### src/rtl/uart_image_ctrl_pkg.sv
// uart_image_pkg
// Shared encodings for the UART image loader controller.
//   state_t    : top-level agent that owns the frame RAM
//                (LOAD = UART RX writes, IDLE = processor reads, DUMP = UART TX reads)
//   dump_sub_t : per-byte sequencing inside DUMP
// No ports; imported by uart_image_ctrl.
package uart_image_pkg;

    typedef enum logic [1:0] {
        ST_LOAD = 2'b00,
        ST_IDLE = 2'b01,
        ST_DUMP = 2'b10
    } state_t;

    // D_ADDR presents the address, D_WAIT covers the RAM read latency,
    // D_SEND hands the byte to uart_tx, D_BUSY waits for its completion.
    typedef enum logic [1:0] {
        D_ADDR = 2'b00,
        D_WAIT = 2'b01,
        D_SEND = 2'b10,
        D_BUSY = 2'b11
    } dump_sub_t;

endpackage

### src/rtl/uart_image_ctrl_edge_rise.sv
// edge_rise
// Registered rising-edge detector for synchronous level inputs.
// Ports:
//   clk   : system clock
//   rst_n : asynchronous active-low reset
//   sig   : synchronous level input
//   rise  : high for the one cycle in which sig is high and was low the cycle before
// The history flop resets to 1 so a level held high through reset gives no edge.
module edge_rise (
    input  logic clk,
    input  logic rst_n,
    input  logic sig,
    output logic rise
);

    logic prev;

    always_ff @(posedge clk or negedge rst_n) begin
        if (!rst_n) begin
            prev <= 1'b1;
        end else begin
            prev <= sig;
        end
    end

    assign rise = sig & ~prev;

endmodule

### src/rtl/uart_image_ctrl.sv
// uart_image_ctrl
// Owns the single-port frame RAM and hands it to one of three agents:
// the UART RX byte stream (LOAD), the processor/display port (IDLE) and the
// UART TX byte stream (DUMP). Images are DEPTH bytes starting at BASE_ADDR.
//
// Optional build macro: UART_IMG_CSUM_EN
//   When defined, a csum port exposes the modulo-2**DATA_W sum of the last
//   loaded image and a dump appends that sum as one extra final byte.
//
// Ports:
//   clk, rst_n            : clock, asynchronous active-low reset
//   rx_dv, rx_byte        : received byte strobe and data from uart_rx
//   tx_start, tx_byte     : transmit strobe and held byte to uart_tx
//   tx_done               : byte-sent strobe from uart_tx
//   start_dump, reload    : levels; rising edges request dump / new load
//   proc_addr             : processor read address, routed to RAM in IDLE
//   ram_addr/wdata/wren   : registered RAM controls
//   ram_rdata             : RAM q, valid one cycle after ram_addr
//   state_o               : 00 LOAD, 01 IDLE, 10 DUMP
//   load_done, dump_done  : one-cycle completion pulses
//   rx_drop               : sticky flag, bytes received outside LOAD
//   csum                  : (UART_IMG_CSUM_EN only) checksum of last load
module uart_image_ctrl
    import uart_image_pkg::*;
#(
    parameter int ADDR_W    = 18,
    parameter int DATA_W    = 8,
    parameter int DEPTH     = 262144,
    parameter int BASE_ADDR = 0
) (
    input  logic              clk,
    input  logic              rst_n,
    input  logic              rx_dv,
    input  logic [DATA_W-1:0] rx_byte,
    output logic              tx_start,
    output logic [DATA_W-1:0] tx_byte,
    input  logic              tx_done,
    input  logic              start_dump,
    input  logic              reload,
    input  logic [ADDR_W-1:0] proc_addr,
    output logic [ADDR_W-1:0] ram_addr,
    output logic [DATA_W-1:0] ram_wdata,
    output logic              ram_wren,
    input  logic [DATA_W-1:0] ram_rdata,
    output logic [1:0]        state_o,
    output logic              load_done,
    output logic              dump_done,
    output logic              rx_drop
`ifdef UART_IMG_CSUM_EN
    ,
    output logic [DATA_W-1:0] csum
`endif
);

    // One spare pointer bit lets the checksum slot sit at offset DEPTH even
    // when the image fills the whole address space.
    localparam int PTR_W = ADDR_W + 1;
    localparam logic [PTR_W-1:0]  LAST_RAM = PTR_W'(DEPTH - 1);
`ifdef UART_IMG_CSUM_EN
    localparam logic [PTR_W-1:0]  LAST_SEND = PTR_W'(DEPTH);
`else
    localparam logic [PTR_W-1:0]  LAST_SEND = LAST_RAM;
`endif
    localparam logic [ADDR_W-1:0] BASE = ADDR_W'(BASE_ADDR);

    state_t            state, state_n;
    dump_sub_t         dsub, dsub_n;
    logic [PTR_W-1:0]  ptr, ptr_n;
    logic [ADDR_W-1:0] ram_addr_n;
    logic [ADDR_W-1:0] ptr_addr;
    logic [DATA_W-1:0] ram_wdata_n;
    logic [DATA_W-1:0] tx_byte_n;
    logic              ram_wren_n;
    logic              tx_start_n;
    logic              load_done_n;
    logic              dump_done_n;
    logic              rx_drop_n;
    logic              dump_edge;
    logic              reload_edge;
`ifdef UART_IMG_CSUM_EN
    logic [DATA_W-1:0] sum, sum_n;
    assign csum = sum;
`endif

    edge_rise u_dump_edge (
        .clk   (clk),
        .rst_n (rst_n),
        .sig   (start_dump),
        .rise  (dump_edge)
    );

    edge_rise u_reload_edge (
        .clk   (clk),
        .rst_n (rst_n),
        .sig   (reload),
        .rise  (reload_edge)
    );

    assign ptr_addr = BASE + ptr[ADDR_W-1:0];
    assign state_o  = state;

    always_ff @(posedge clk or negedge rst_n) begin
        if (!rst_n) begin
            state     <= ST_LOAD;
            dsub      <= D_ADDR;
            ptr       <= '0;
            ram_addr  <= BASE;
            ram_wdata <= '0;
            ram_wren  <= 1'b0;
            tx_start  <= 1'b0;
            tx_byte   <= '0;
            load_done <= 1'b0;
            dump_done <= 1'b0;
            rx_drop   <= 1'b0;
`ifdef UART_IMG_CSUM_EN
            sum       <= '0;
`endif
        end else begin
            state     <= state_n;
            dsub      <= dsub_n;
            ptr       <= ptr_n;
            ram_addr  <= ram_addr_n;
            ram_wdata <= ram_wdata_n;
            ram_wren  <= ram_wren_n;
            tx_start  <= tx_start_n;
            tx_byte   <= tx_byte_n;
            load_done <= load_done_n;
            dump_done <= dump_done_n;
            rx_drop   <= rx_drop_n;
`ifdef UART_IMG_CSUM_EN
            sum       <= sum_n;
`endif
        end
    end

    // Every RAM/UART output is computed here and registered above, so a
    // strobe seen in cycle N shows up on the outputs in cycle N+1.
    always_comb begin
        state_n     = state;
        dsub_n      = dsub;
        ptr_n       = ptr;
        ram_addr_n  = ram_addr;
        ram_wdata_n = ram_wdata;
        ram_wren_n  = 1'b0;
        tx_start_n  = 1'b0;
        tx_byte_n   = tx_byte;
        load_done_n = 1'b0;
        dump_done_n = 1'b0;
        rx_drop_n   = rx_drop;
`ifdef UART_IMG_CSUM_EN
        sum_n       = sum;
`endif

        case (state)
            ST_LOAD: begin
                if (rx_dv) begin
                    ram_wren_n  = 1'b1;
                    ram_wdata_n = rx_byte;
                    ram_addr_n  = ptr_addr;
`ifdef UART_IMG_CSUM_EN
                    sum_n       = sum + rx_byte;
`endif
                    if (ptr == LAST_RAM) begin
                        load_done_n = 1'b1;
                        ptr_n       = '0;
                        state_n     = ST_IDLE;
                    end else begin
                        ptr_n = ptr + PTR_W'(1);
                    end
                end
            end

            ST_IDLE: begin
                ram_addr_n = proc_addr;
                // Dump has priority; a simultaneous reload edge is dropped.
                if (dump_edge) begin
                    state_n = ST_DUMP;
                    dsub_n  = D_ADDR;
                    ptr_n   = '0;
                end else if (reload_edge) begin
                    state_n   = ST_LOAD;
                    ptr_n     = '0;
                    rx_drop_n = 1'b0;
`ifdef UART_IMG_CSUM_EN
                    sum_n     = '0;
`endif
                end
            end

            ST_DUMP: begin
                case (dsub)
                    D_ADDR: begin
                        ram_addr_n = ptr_addr;
                        dsub_n     = D_WAIT;
                    end
                    D_WAIT: begin
                        dsub_n = D_SEND;
                    end
                    D_SEND: begin
                        tx_byte_n  = ram_rdata;
`ifdef UART_IMG_CSUM_EN
                        if (ptr == LAST_SEND) begin
                            tx_byte_n = sum;
                        end
`endif
                        tx_start_n = 1'b1;
                        dsub_n     = D_BUSY;
                    end
                    D_BUSY: begin
                        if (tx_done) begin
                            if (ptr == LAST_SEND) begin
                                dump_done_n = 1'b1;
                                ptr_n       = '0;
                                state_n     = ST_IDLE;
                                dsub_n      = D_ADDR;
                            end else begin
                                ptr_n  = ptr + PTR_W'(1);
                                dsub_n = D_ADDR;
                            end
                        end
                    end
                    default: dsub_n = D_ADDR;
                endcase
            end

            default: state_n = ST_LOAD;
        endcase

        // A byte arriving when nobody is loading is lost; remember that.
        if (rx_dv && (state != ST_LOAD)) begin
            rx_drop_n = 1'b1;
        end
    end

endmodule

### config.mk
export PLATFORM = sky130hd
export DESIGN_NAME = uart_image_ctrl
export DESIGN_NICKNAME = d
export VERILOG_FILES = /design/src/rtl/uart_image_ctrl_pkg.sv /design/src/rtl/uart_image_ctrl_edge_rise.sv /design/src/rtl/uart_image_ctrl.sv
export SDC_FILE = /design/constraint.sdc
export NUM_CORES = 1
export LEC_CHECK = 0
export CAP_MARGIN = 20
export CORE_MARGIN = 3
export CORE_UTILIZATION = 45
export CTS_BUF_LIST = sky130_fd_sc_hd__clkbuf_16
export DETAILED_ROUTE_END_ITERATION = 8
export DONT_BUFFER_PORTS = 1
export GPL_ROUTABILITY_DRIVEN = 0
export GPL_TIMING_DRIVEN = 0
export PLACE_DENSITY = 0.59
export SYNTH_ARGS = -nofsm -noshare
export SYNTH_HDL_FRONTEND = slang
export SYNTH_HIERARCHICAL = 1
export SYNTH_SLANG_ARGS = --single-unit
### constraint.sdc
create_clock -name clk -period 4.91 [get_ports clk]
set_input_delay 0.982 -clock clk [delete_from_list [all_inputs] [get_ports clk]]
set_output_delay 0.982 -clock clk [all_outputs]
set_load 0.03 [all_outputs]
# Word level (Yosys, flattened, before mapping)
# Cells that the tools add are included.
[totals]
register_bits = 64
latchBits = 0
ram_bits = 0
romBits = 0
out_inout_bits = 41
wordCells = 82
mem_count = 0
[classes]
n_addsub = 1
n_mul = 0
div_mod_pow = 0
n_lt_le_gt_ge = 0
n_eq_ne = 14
shift = 0
muxes = 35
bitwise = 4
reduce_logical = 15
[op_table]
columns = ["cell", "n"]
rows = [
  ["$mux W19", 6],
  ["$pmux W19 S3", 1],
  ["$pmux W18 S3", 1],
  ["$mux W18", 2],
  ["$add A19 B1 Y19 const B", 1],
  ["$eq A19 B18 Y1 const B", 1],
  ["$mux W2", 8],
  ["$mux W1", 14],
  ["$reduce_and A3 Y1", 3],
  ["$ne A2 B2 Y1 const B", 4],
  ["$pmux W2 S4", 1],
  ["$reduce_bool A2 Y1", 4],
  ["$eq A2 B2 Y1 const B", 3],
  ["$ne A3 B3 Y1 const B", 2],
  ["$pmux W2 S3", 1],
  ["$reduce_and A5 Y1", 1],
  ["$eq A2 B1 Y1 const B", 2],
  ["$logic_not A2 Y1", 2],
  ["$ne A2 B1 Y1 const B", 2],
  ["$pmux W2 S2", 1],
  ["$reduce_and A2 Y1", 2],
  ["$reduce_and A4 Y1", 1],
  ["$reduce_bool A3 Y1", 1],
  ["$and A1 B1 Y1", 2],
  ["2 further kinds", 3],
]

# Depth between registers and ports, before layout
# Gate-level depths: netlist of run 1.
[logic_depth]
ltp_word = 6
mapped_depth = 7

# Hierarchy
# The synthesis of run 1 kept the hierarchy.
[modules_own_cells]
columns = ["module", "instances", "cells_each", "area_per_inst_um2"]
rows = [
  ["uart_image_ctrl", 1, 280, 2950.3],
  ["edge_rise", 2, 2, 40.0],
]

# Worst setup path after synthesis of run 1
# OpenSTA, ideal clock, no wires.
[synth_path]
kind = "input to register"
from = "input tx_done"
to = "register ptr[18]"
setup_time_ps = 126
arrival_time_ps = 1881
t_required_ps = 4784
setup_slack_ps = 2903
path_stages = 5
cell_sequence = "nand3_2 -> a21o_1 -> and2_4 -> buf_6 -> o311a_1"
[synth_between]
elab_chain_cells = 2
[synth_lines]
columns = ["item", "line_no", "source"]
rows = [
  ["start, declared", "uart_image_ctrl.sv:37", "input logic tx_done,"],
  ["$ne A2 B2 Y1 (no source line)", "-", ""],
  ["$reduce_and A5 Y1 (no source line)", "-", ""],
  ["end signal, assigned", "uart_image_ctrl.sv:121", "ptr <= ptr_n;"],
  ["end, declared", "uart_image_ctrl.sv:68", "logic [PTR_W-1:0] ptr, ptr_n;"],
]
# No other way between the ends.
# A chain may end at the register's enable or synchronous reset.

# Final worst setup path of run 1
[layout_path]
from = "register state[1], in the netlist state_o[1]"
to = "register ram_addr[10]"
[layout_between]
elab_chain_cells = 3
[layout_lines]
columns = ["item", "line_no", "source"]
rows = [
  ["start, declared", "uart_image_ctrl.sv:66", "state_t state, state_n;"],
  ["start signal, assigned", "uart_image_ctrl.sv:119", "state <= state_n;"],
  ["$eq A2 B2 Y1 (tied with other cells)", "uart_image_ctrl.sv:154", "case (state)"],
  ["$ne A2 B1 Y1 (no source line) (tied with other cells)", "-", ""],
  ["$reduce_and A3 Y1 (no source line)", "-", ""],
  ["end signal, assigned", "uart_image_ctrl.sv:122", "ram_addr <= ram_addr_n;"],
  ["end, declared", "uart_image_ctrl.sv:41", "output logic [ADDR_W-1:0] ram_addr,"],
]
# Several ways; a longest one is shown, not always the timed one.

==> results of run 1 <==
==> metrics by stage <==
stage / worst slack, ns / power (mW) / hold WS, ns / utilization (%) / instances
CTS: 2.861 / 1.724 / 0.3357 / 54.06 / 377
global placement: 2.687 / 0.9830 / 0.5051 / 48.69 / 361
finish: 2.929 / 1.708 / 0.3452 / 54.06 / 377
detailed placement: 2.680 / 0.9936 / 0.5107 / 48.69 / 361
global route: 2.719 / 1.794 / 0.3302 / 54.06 / 377
floorplan: 2.903 / 0.9356 / 0.4662 / - / 284
==> worst min path at each step <==
stage	start	to	slack (ns)	cells after the start
6_report	rst_n	ram_addr[13]	0.35	0
5_1_grt	rst_n	ram_wren	0.33	0
4_1_cts	rst_n	ram_wren	0.34	0
3_5_place_dp	ptr[18]	ptr[18]	0.51	1
3_3_place_gp	ptr[18]	ptr[18]	0.51	1
2_1_floorplan	ptr[14]	ptr[14]	0.47	1
==> metal layers <==
metal	vias up	GRT usage [%]	part of all wire [%]
li1	1044	-	-
met1	1056	23.40	45
met2	85	26.64	44
met3	12	6.585	8.9
met4	0	7.555	1.8
met5	-	0	0
==> worst register-to-register path, stage by stage, from the launching register on <==
cell and delay, ns:
dfrtp_1 0.56, nor2b_1 0.30, a2bb2oi_2 0.45, clkbuf_1 0.37, o21ai_0 0.15
==> flip-flops by register name, indices dropped and copies added (netlist names) <==
| name | cells |
|---|---|
| state_o | 2 |
| ptr | 19 |
| tx_start | 1 |
| ram_wren | 1 |
| ram_addr | 18 |
| u_dump_edge/prev | 1 |
| dump_done | 1 |
| tx_byte | 8 |
| dsub | 2 |
| u_reload_edge/prev | 1 |
| ram_wdata | 8 |
| load_done | 1 |
| rx_drop | 1 |
==> cell families (layout without fill, tap and decap cells) <==
kind of cell	count (synthesis)	after routing	synth area share (%)
adder cells (fa/ha/maj)	5	5	2.064
AO/OA/AOI/OAI	68	68	13.83
buffers and inverters	17	33	2.890
AND/OR/NAND/NOR	97	97	16.72
multiplexers	33	33	11.56
flip-flops	64	64	52.93
==> final cells by class <==
type,count,area [µm²]
multi-input cells,203,1339
inverters,5,18.77
clock buffers,9,225.2
well taps,77,96.34
plain buffers,12,68.82
clock inverters,7,120.1
flip-flops and latches,64,1604
fillers,558,2950
==> power breakdown <==
group / leakage, nW / switching, mW / internal, mW
logic: 0.481 / 0.0989 / 0.0816
registers: 0.792 / 0.190 / 0.611
clock network: 0.166 / 0.231 / 0.496
==> cells in the final DEF (no fill, tap or decap), drive strengths merged, types with 6 or more instances in the layout <==
master | netlist | final
nor3 | 6 | 6
nand3 | 11 | 11
clkbuf | 2 | 11
nand2 | 41 | 41
nor2 | 14 | 14
dfrtp | 62 | 62
o31ai | 9 | 9
o21ai | 38 | 38
mux2i | 17 | 17
buf | 10 | 10
mux2 | 16 | 16
nor2b | 9 | 9
==> out/results.tsv, run 1 <==
metric	value	unit
status	completed	
Die W	88.06	µm
CTS root buffer	clkbuf_16	
global-route wire length before repair	10.52	mm
worst r2r path cells	4	
vias	2197	
pin count of the biggest net entering global routing	65	
Mean Syn Cell Area	10.67	µm²
worst hold path type	primary input to asynchronous set/reset pin	
DRT antenna net count	0	
asr flop ratio synth	100.0	%
static leakage	1.438	nW
drt via density	5.828	
Synth area leaders	dfrtp_1 (51%), o21ai_0 (6.3%), mux2_2 (5.9%)	
CTS Buf Count	9	
Pre-antenna DRT Iters	4	
cell row count	29	
critical path startpoint	state_o[1]	
instance count on the critical path	4	
grt total ovfl	0	
CP Launch Type	flip-flop	
Starting Density	47.18	%
Ys Warns	6	
Post-Syn Area	3030	µm²
Reg2Reg Setup Slack	2.93	ns
# resized after CTS	0	
Yosys top cell area share	51.20	%
slowest stage delay, CP	0.56	ns
worst vdd ir	189.2	µV
Post-synth EDFFs	0	
Worst EP arrival	2.17	ns
CTS Sinks	64	
Worst R2R End	ram_addr[10]	
Final Hold Fails	0	
worst skew pair latency	0.33	ns
Post-Place Cell Area	3127	µm²
CP max FO	10	
Tot GR Track Use	17.84	%
Worst Path Buf+Inv	1	
CTS Hold Bufs	0	
Antenna Cells	0	
Main synth FF type	dfrtp_1	
fmax	504.8	MHz
slew margin rel.	66.50	%
Critical Path RT	5.10	ns
Commonest cells post-synth	dfrtp_1 (62), nand2_1 (40), o21ai_0 (38)	
crit-path cells	nor2b_1 > a2bb2oi_2 > clkbuf_1 > o21ai_0	
Mapped Cells	284	
Synth Register Bits	64	
vias in the first global route	2123	
drt drc	0	
Initial DRC Count	180	
setup TNS	0	ns
total die area	7755	µm²
clock buffer depth	2	
crit path capture	ram_addr[10]	
CORE AREA	6422	µm²
synthesized net count	329	
initial antenna violation count	0	
RSZ-0062 raised after global routing	no	
final number of setup-violating endpoints	0	
power per cell area	492.0	nW/µm²
r2r startpoint	state_o[1]	
critical path's top delay family	compound AO/OA/AOI/OAI gates	
WL/cell	17.46	µm
die height	88.06	µm
Max-Cap Viols	0	
crit path capture type	flip-flop	
Worst Clk Skew	0.008253	ns
CP Class	flip-flop to flip-flop	
count leader, synth	dfrtp_1	
# port buffers	0	
P&R area growth vs syn	14.57	%
Final Net Count	340	
layout cells sized above 1	18.67	%
Least-Margin Pin Slew	0.5025	ns
Critical Path Slowest Stage Cell	dfrtp_1	
Synth area leader	dfrtp_1	
Post-Route WL	6.582	mm
library cells used by synthesis	45	
final instance area	3472	µm²
fin crit period	1.981	ns
register area share after synthesis	52.93	%
H-Tree Depth	3	
postcts setup bufs	0	
clk slew on worst S/H paths	0.06	ns
Slew Viols, Final	0	
CTS tree	done	
Post-DP HPWL	4.636	mm
crit share post-route	40.35	%
Top Ports	81	
Note: power is estimated with default switching activity, not from simulation.
==> inputs of run 2 (changes only) <==
--- a/config.mk
+++ b/config.mk
@@ -5,6 +5,7 @@
 export SDC_FILE = /design/constraint.sdc
 export NUM_CORES = 1
 export LEC_CHECK = 0
+export ABC_AREA = 1
 export CAP_MARGIN = 20
 export CORE_MARGIN = 3
 export CORE_UTILIZATION = 45
@@ -13,7 +14,7 @@
 export DONT_BUFFER_PORTS = 1
 export GPL_ROUTABILITY_DRIVEN = 0
 export GPL_TIMING_DRIVEN = 0
-export PLACE_DENSITY = 0.59
+export PLACE_DENSITY = 0.61
 export SYNTH_ARGS = -nofsm -noshare
 export SYNTH_HDL_FRONTEND = slang
 export SYNTH_HIERARCHICAL = 1
==> constraint.sdc (replaced) <==
create_clock -name clk -period 1.8 [get_ports clk]
set_input_delay 0.36 -clock clk [delete_from_list [all_inputs] [get_ports clk]]
set_output_delay 0.36 -clock clk [all_outputs]
set_load 0.03 [all_outputs]
==> run 2 against run 1 <==
Net effect: the flow now finishes with violations (negative hold slack); register-to-register slack worse by 2.8 ns; sequential share of layout area down 2.0 points; hold slack worse by 0.62 ns.
==> out/results.tsv, run 2 <==
metric	value	unit	change
status	complete, but fails checks		was completed
failing checks	negative hold slack		
library cells used by synthesis	30		was 45
fin cells	527		was 377
clock buffer depth	2		unchanged
CTS tree	done		unchanged
grt total ovfl	0		unchanged
slew margin rel.	69.52	%	was 66.50%
fin crit period	1.716	ns	was 1.981 ns
Commonest cells post-synth	nand2_1 (159), dfrtp_1 (62), nor2_1 (49)		was dfrtp_1 (62), nand2_1 (40), o21ai_0 (38)
register area share after synthesis	50.39	%	was 52.93%
# port buffers	0		unchanged
static leakage	1.724	nW	was 1.438 nW
largest family of logic cells by synthesized area	simple AND/OR/NAND/NOR gates		unchanged
Top Ports	81		unchanged
crit path capture type	flip-flop		unchanged
worst r2r path cells	8		was 4
synthesized net count	454		was 329
layout cells sized above 1	12.76	%	was 18.67%
CP Class	flip-flop to flip-flop		unchanged
Worst Clk Skew	0.005714	ns	was 0.008253 ns
initial antenna violation count	0		unchanged
multiplexer share of the synthesized area	0	%	was 11.56%
total die area	8119	µm²	was 7755 µm²
Post-Route WL	7.431	mm	was 6.582 mm
dpl cells	505		was 361
max FFs per register	19		unchanged
CTS Buf Count	9		unchanged
compound-gate portion of the synthesized area	7.115	%	was 13.83%
Least-Margin Pin Slew	0.4572	ns	was 0.5025 ns
Antenna Cells	0		unchanged
CTS Sinks	64		unchanged
total power draw	4.836	mW	was 1.708 mW
Main synth FF type	dfrtp_1		unchanged
Synth Area in Adders	1.965	%	was 2.064%
worst vdd ir	545.1	µV	was 189.2 µV
Pre-antenna DRT Iters	5		was 4
Synth Area in XOR/XNOR	0.5503	%	was 0%
asr flop ratio synth	100.0	%	unchanged
Reg2Reg Setup Slack	0.08	ns	was 2.93 ns
Synth Register Bits	64		unchanged
leading cell type in the layout, fill and taps excluded	nand2_1		was dfrtp_1
Post-Syn Area	3183	µm²	was 3030 µm²
vias	2665		was 2197
fin util	53.22	%	was 54.06%
die height	90.11	µm	was 88.06 µm
P&R area growth vs syn	14.23	%	was 14.57%
Max-Cap Viols	0		unchanged
CP Launch Type	flip-flop		unchanged
Critical Path Slowest Stage Cell	dfrtp_1		unchanged
critical path's top delay family	simple AND/OR/NAND/NOR gates		was compound AO/OA/AOI/OAI gates
clk slew on worst S/H paths	0.06	ns	about the same
Post-synth EDFFs	0		unchanged
Critical Path RT	2.00	ns	was 5.10 ns
Largest Register	ptr		unchanged
simple-gate share of the synthesized area	33.96	%	was 16.72%
Tot GR Track Use	19.02	%	was 17.84%
crit share post-route	95.34	%	was 40.35%
Post-Place Setup Slack	-0.06892	ns	was 2.680 ns
most frequent cells in the layout	nand2_1 (159), dfrtp_1 (59), nor2_1 (49)		was dfrtp_1 (62), nand2_1 (40), o21ai_0 (38)
global-route wire length before repair	12.49	mm	was 10.52 mm
Starting Density	46.59	%	was 47.18%
Final Hold Fails	64		was 0
slowest stage delay, CP	0.38	ns	was 0.56 ns
Ys Warns	6		unchanged
Worst Path Buf+Inv	1		unchanged
CP max FO	9		was 10
CORE AREA	6832	µm²	was 6422 µm²
Slew Viols, Final	0		unchanged
top flop regs	ptr (19), ram_addr (18)		unchanged
CTS root buffer	clkbuf_16		unchanged
pin count of the biggest net entering global routing	65		unchanged
vias in the first global route	2617		was 2123
Mapped Cells	409		was 284
Final Net Count	471		was 340
drt drc	0		unchanged
Post-DP HPWL	5.173	mm	was 4.636 mm
Synth area leader	dfrtp_1		unchanged
count leader, synth	nand2_1		was dfrtp_1
final worst setup slack	0.08385	ns	was 2.929 ns
r2r startpoint	ptr[0]		was state_o[1]
most used cell, CP	nor2_4		
worst hold path type	primary input to asynchronous set/reset pin		unchanged
fmax	582.7	MHz	was 504.8 MHz
Synth area leaders	dfrtp_1 (49%), nand2_1 (19%), nor2_1 (5.8%)		was dfrtp_1 (51%), o21ai_0 (6.3%), mux2_2 (5.9%)
power per cell area	1330	nW/µm²	was 492.0 nW/µm²
Worst R2R End	ptr[18]		was ram_addr[10]
final worst hold slack	-0.2756	ns	was 0.3452 ns
Die W	90.11	µm	was 88.06 µm
Initial DRC Count	176		was 180
worst skew pair latency	0.33	ns	about the same
H-Tree Depth	3		unchanged
WL/cell	14.10	µm	was 17.46 µm
Yosys top cell area share	48.74	%	was 51.20%
DRT antenna net count	0		unchanged
Mean Syn Cell Area	7.783	µm²	was 10.67 µm²
crit-path cells	ha_2 > inv_1 > nor2_4 > nand2_2 > nor2_4 > nand2_4 > a21oi_4 > nor2_1		was nor2b_1 > a2bb2oi_2 > clkbuf_1 > o21ai_0
cell row count	30		was 29
drt via density	5.057		was 5.828
Worst EP arrival	1.92	ns	was 2.17 ns
final number of setup-violating endpoints	0		unchanged
[run 2: metal layers]
layer | vias up | GRT usage [%] | wire [µm]
li1 | 1345 | - | -
met1 | 1229 | 24.86 | 3311
met2 | 77 | 28.81 | 3404
met3 | 14 | 7.280 | 590
met4 | 0 | 6.888 | 124
met5 | - | 0 | 0
[run 2: worst reg2reg max path: stages, from the launching register on]
cell	delay, ns
dfrtp_1	0.38
ha_2	0.22
inv_1	0.09
nor2_4	0.17
nand2_2	0.11
nor2_4	0.17
nand2_4	0.12
a21oi_4	0.25
nor2_1	0.08
[run 2: metrics by stage]
| stage | hold slack, ns | cell area, µm² | TNS (ns) |
|---|---|---|---|
| 2_1_floorplan | 0.06441 | 3183 | 0 |
| 3_3_place_gp | 0.06571 | 3303 | -0.4527 |
| 3_5_place_dp | 0.06592 | 3303 | -0.8365 |
| 4_1_cts | -0.2859 | 3588 | 0 |
| 5_1_grt | -0.2949 | 3636 | -0.08608 |
| 6_report | -0.2756 | 3636 | 0 |
[run 2: where the power goes]
group          switching [mW]  internal (mW)  total, mW
clock network           0.651          0.930       1.58
logic                   0.404          0.302      0.706
registers               0.784           1.77       2.55
[run 2: what timing repair did]
item                                    4_1_cts  5_1_grt
resized for setup                             3        9
cloned                                        0        0
endpoints found under the setup margin       33       40
buffers inserted                              1        5
endpoints found under the hold margin        64       64
pin swaps                                     1        3
[run 2: layout make-up]
class / instances / area [µm²]
tap: 96 / 120.1
inverter: 34 / 133.9
fill: 671 / 3196
sequential: 64 / 1608
timing repair buffer: 6 / 45.04
clock inverter: 7 / 47.55
multi-input combinational: 300 / 1390
clock buffer: 9 / 225.2
buffer: 11 / 66.31
[run 2: cells by family after synthesis]
family | count (synthesis)
xor gates and xnor gates | 2
DFF | 64
adders and majority gates | 5
and+or+nand+nor | 256
buffers and inverters | 45
AOI/OAI and AO/OA | 37
[run 2: how the worst max path moves through the flow]
stage / startpoint / end / slack (ns) / cells after the start
final: ptr[0] / ptr[18] / 0.08 / 8
after CTS: state_o[0] / ptr[4] / 0.01 / 8
after global placement: state_o[0] / ptr[18] / -0.04 / 8
after detailed placement: state_o[0] / ptr[4] / -0.07 / 8
after global routing: ptr[0] / ptr[18] / -0.03 / 8
after floorplan: state_o[0] / ptr[3] / 0.22 / 9
==> inputs of run 3 (changes only) <==
--- a/config.mk
+++ b/config.mk
@@ -14,7 +14,7 @@
 export DONT_BUFFER_PORTS = 1
 export GPL_ROUTABILITY_DRIVEN = 0
 export GPL_TIMING_DRIVEN = 0
-export PLACE_DENSITY = 0.61
+export PLACE_DENSITY = 0.71
 export SYNTH_ARGS = -nofsm -noshare
 export SYNTH_HDL_FRONTEND = slang
 export SYNTH_HIERARCHICAL = 1
==> run 3 against run 2 <==
Net effect: the flow still finishes with violations (negative hold slack); sequential power hardly changed; clock-buffer cell count stayed put; routed wire length is 1.3% lower; clock skew about the same; total power down 0.79%; worst setup slack improved by 0.027 ns; global-route usage down 0.13 points; critical path depth unchanged; via count rose by 1.1%; cell area shrank 0.28%; core utilization is 0.15 points lower; critical path type unchanged; critical endpoint unchanged; largest power group unchanged.
==> out/results.tsv, run 3 (synthesis gave the netlist of run 2 again) <==
metric	value	unit	change
status	complete, but fails checks		unchanged
failing checks	negative hold slack		unchanged
worst vdd ir	666.6	µV	was 545.1 µV
initial antenna violation count	0		unchanged
CTS Sinks	64		unchanged
CP max FO	9		unchanged
drt drc	0		unchanged
layout cells sized above 1	12.12	%	was 12.76%
worst hold path type	primary input to asynchronous set/reset pin		unchanged
clock buffer depth	2		unchanged
CORE AREA	6832	µm²	unchanged
most frequent cells in the layout	nand2_1 (159), dfrtp_1 (60), nor2_1 (47)		was nand2_1 (159), dfrtp_1 (59), nor2_1 (49)
Final Hold Fails	64		unchanged
Critical Path RT	2.01	ns	was 2.00 ns
Critical Path Slowest Stage Cell	dfrtp_1		unchanged
r2r startpoint	ptr[0]		unchanged
Die W	90.11	µm	unchanged
static leakage	1.707	nW	was 1.724 nW
cell row count	30		unchanged
global-route wire length before repair	12.58	mm	was 12.49 mm
final number of setup-violating endpoints	0		unchanged
DRT antenna net count	0		unchanged
total die area	8119	µm²	unchanged
Pre-antenna DRT Iters	4		was 5
Starting Density	46.59	%	unchanged
crit path capture type	flip-flop		unchanged
most used cell, CP	nor2_4		unchanged
worst r2r path cells	8		unchanged
power per cell area	1323	nW/µm²	was 1330 nW/µm²
dpl cells	505		unchanged
vias	2695		was 2665
fin util	53.08	%	was 53.22%
CP Class	flip-flop to flip-flop		unchanged
Max-Cap Viols	0		unchanged
Slew Viols, Final	0		unchanged
Final Net Count	470		was 471
Post-Route WL	7.331	mm	was 7.431 mm
Initial DRC Count	252		was 176
final worst hold slack	-0.2746	ns	was -0.2756 ns
CP Launch Type	flip-flop		unchanged
slew margin rel.	66.94	%	was 69.52%
fin cells	525		was 527
Post-DP HPWL	5.149	mm	was 5.173 mm
crit share post-route	93.84	%	was 95.34%
P&R area growth vs syn	13.92	%	was 14.23%
# port buffers	0		unchanged
slowest stage delay, CP	0.41	ns	was 0.38 ns
drt via density	5.133		was 5.057
fin crit period	1.689	ns	was 1.716 ns
final instance area	3626	µm²	was 3636 µm²
CTS tree	done		unchanged
Least-Margin Pin Slew	0.4959	ns	was 0.4572 ns
Reg2Reg Setup Slack	0.11	ns	was 0.08 ns
clk slew on worst S/H paths	0.05	ns	was 0.06 ns
Tot GR Track Use	18.89	%	was 19.02%
pin count of the biggest net entering global routing	65		unchanged
Worst Clk Skew	0.006103	ns	was 0.005714 ns
Worst EP arrival	1.89	ns	was 1.92 ns
WL/cell	13.96	µm	was 14.10 µm
leading cell type in the layout, fill and taps excluded	nand2_1		unchanged
Worst R2R End	ptr[18]		unchanged
CTS Buf Count	9		unchanged
max FFs per register	19		unchanged
Largest Register	ptr		unchanged
crit-path cells	ha_2 > inv_1 > nor2_4 > nand2_2 > nor2_4 > nand2_4 > a21oi_4 > nor2_1		unchanged
top flop regs	ptr (19), ram_addr (18)		unchanged
vias in the first global route	2625		was 2617
H-Tree Depth	3		unchanged
Antenna Cells	0		unchanged
fmax	592.0	MHz	was 582.7 MHz
CTS root buffer	clkbuf_16		unchanged
Top Ports	81		unchanged
Post-Place Cell Area	3303	µm²	unchanged
grt total ovfl	0		unchanged
worst skew pair latency	0.33	ns	about the same
die height	90.11	µm	unchanged
[run 3: final cells by class]
cell class	instances	area, µm²
tap	96	120.1
sequential	64	1607
clock buffer	9	225.2
buffer	11	67.56
timing repair buffer	5	37.54
clock inverter	6	37.54
inverter	34	136.4
fill	662	3206
multi-input combinational	300	1395
[run 3: routing by layer]
layer  part of all wire, %  track usage, %  vias to the layer above  wire length (µm)
met5                     0               0                        -                 0
met4                   1.7           8.036                        0               125
met3                   5.6           5.690                       11               409
met2                    49           29.99                       75              3590
met1                    44           23.98                     1264              3206
li1                      -               -                     1345                 -
[run 3: stage by stage]
step | TNS [ns] | total power [mW] | setup slack (ns)
2_1_floorplan | 0 | 3.046 | 0.2242
3_3_place_gp | -0.04952 | 3.196 | -0.01018
3_5_place_dp | -0.1832 | 3.241 | -0.02973
4_1_cts | 0 | 4.814 | 0.01125
5_1_grt | -0.004462 | 5.046 | -0.004462
6_report | 0 | 4.798 | 0.1109
[run 3: critical path: cells and delay by family (launching register included)]
family | cells | cell delay (ns)
and+or+nand+nor | 5 | 0.59
DFF | 1 | 0.41
AOI/OAI and AO/OA | 1 | 0.24
adders and majority gates | 1 | 0.23
buffers and inverters | 1 | 0.10
[run 3: worst max-delay path by stage]
stage / end / from / cells past startpoint
2_1_floorplan: ptr[3] / state_o[0] / 9
3_3_place_gp: ptr[18] / state_o[0] / 8
3_5_place_dp: ptr[8] / state_o[0] / 8
4_1_cts: ptr[18] / ptr[0] / 8
5_1_grt: ptr[8] / state_o[0] / 7
6_report: ptr[18] / ptr[0] / 8
[run 3: power breakdown]
part / switching, mW / internal (mW) / leakage (nW) / total, mW
Clock: 0.628 / 0.914 / 0.125 / 1.54
Sequential: 0.789 / 1.77 / 0.809 / 2.55
Combinational: 0.404 / 0.297 / 0.773 / 0.701
Total: 1.82 / 2.98 / 1.71 / 4.80
[run 3: what timing repair did]
action | in CTS | in global routing
endpoints found under the setup margin | 20 | 37
endpoints found under the hold margin | 64 | 64
buffers inserted | 1 | 4
gates resized for setup | 3 | 8
pin swaps | 1 | 3
gates cloned | 0 | 0
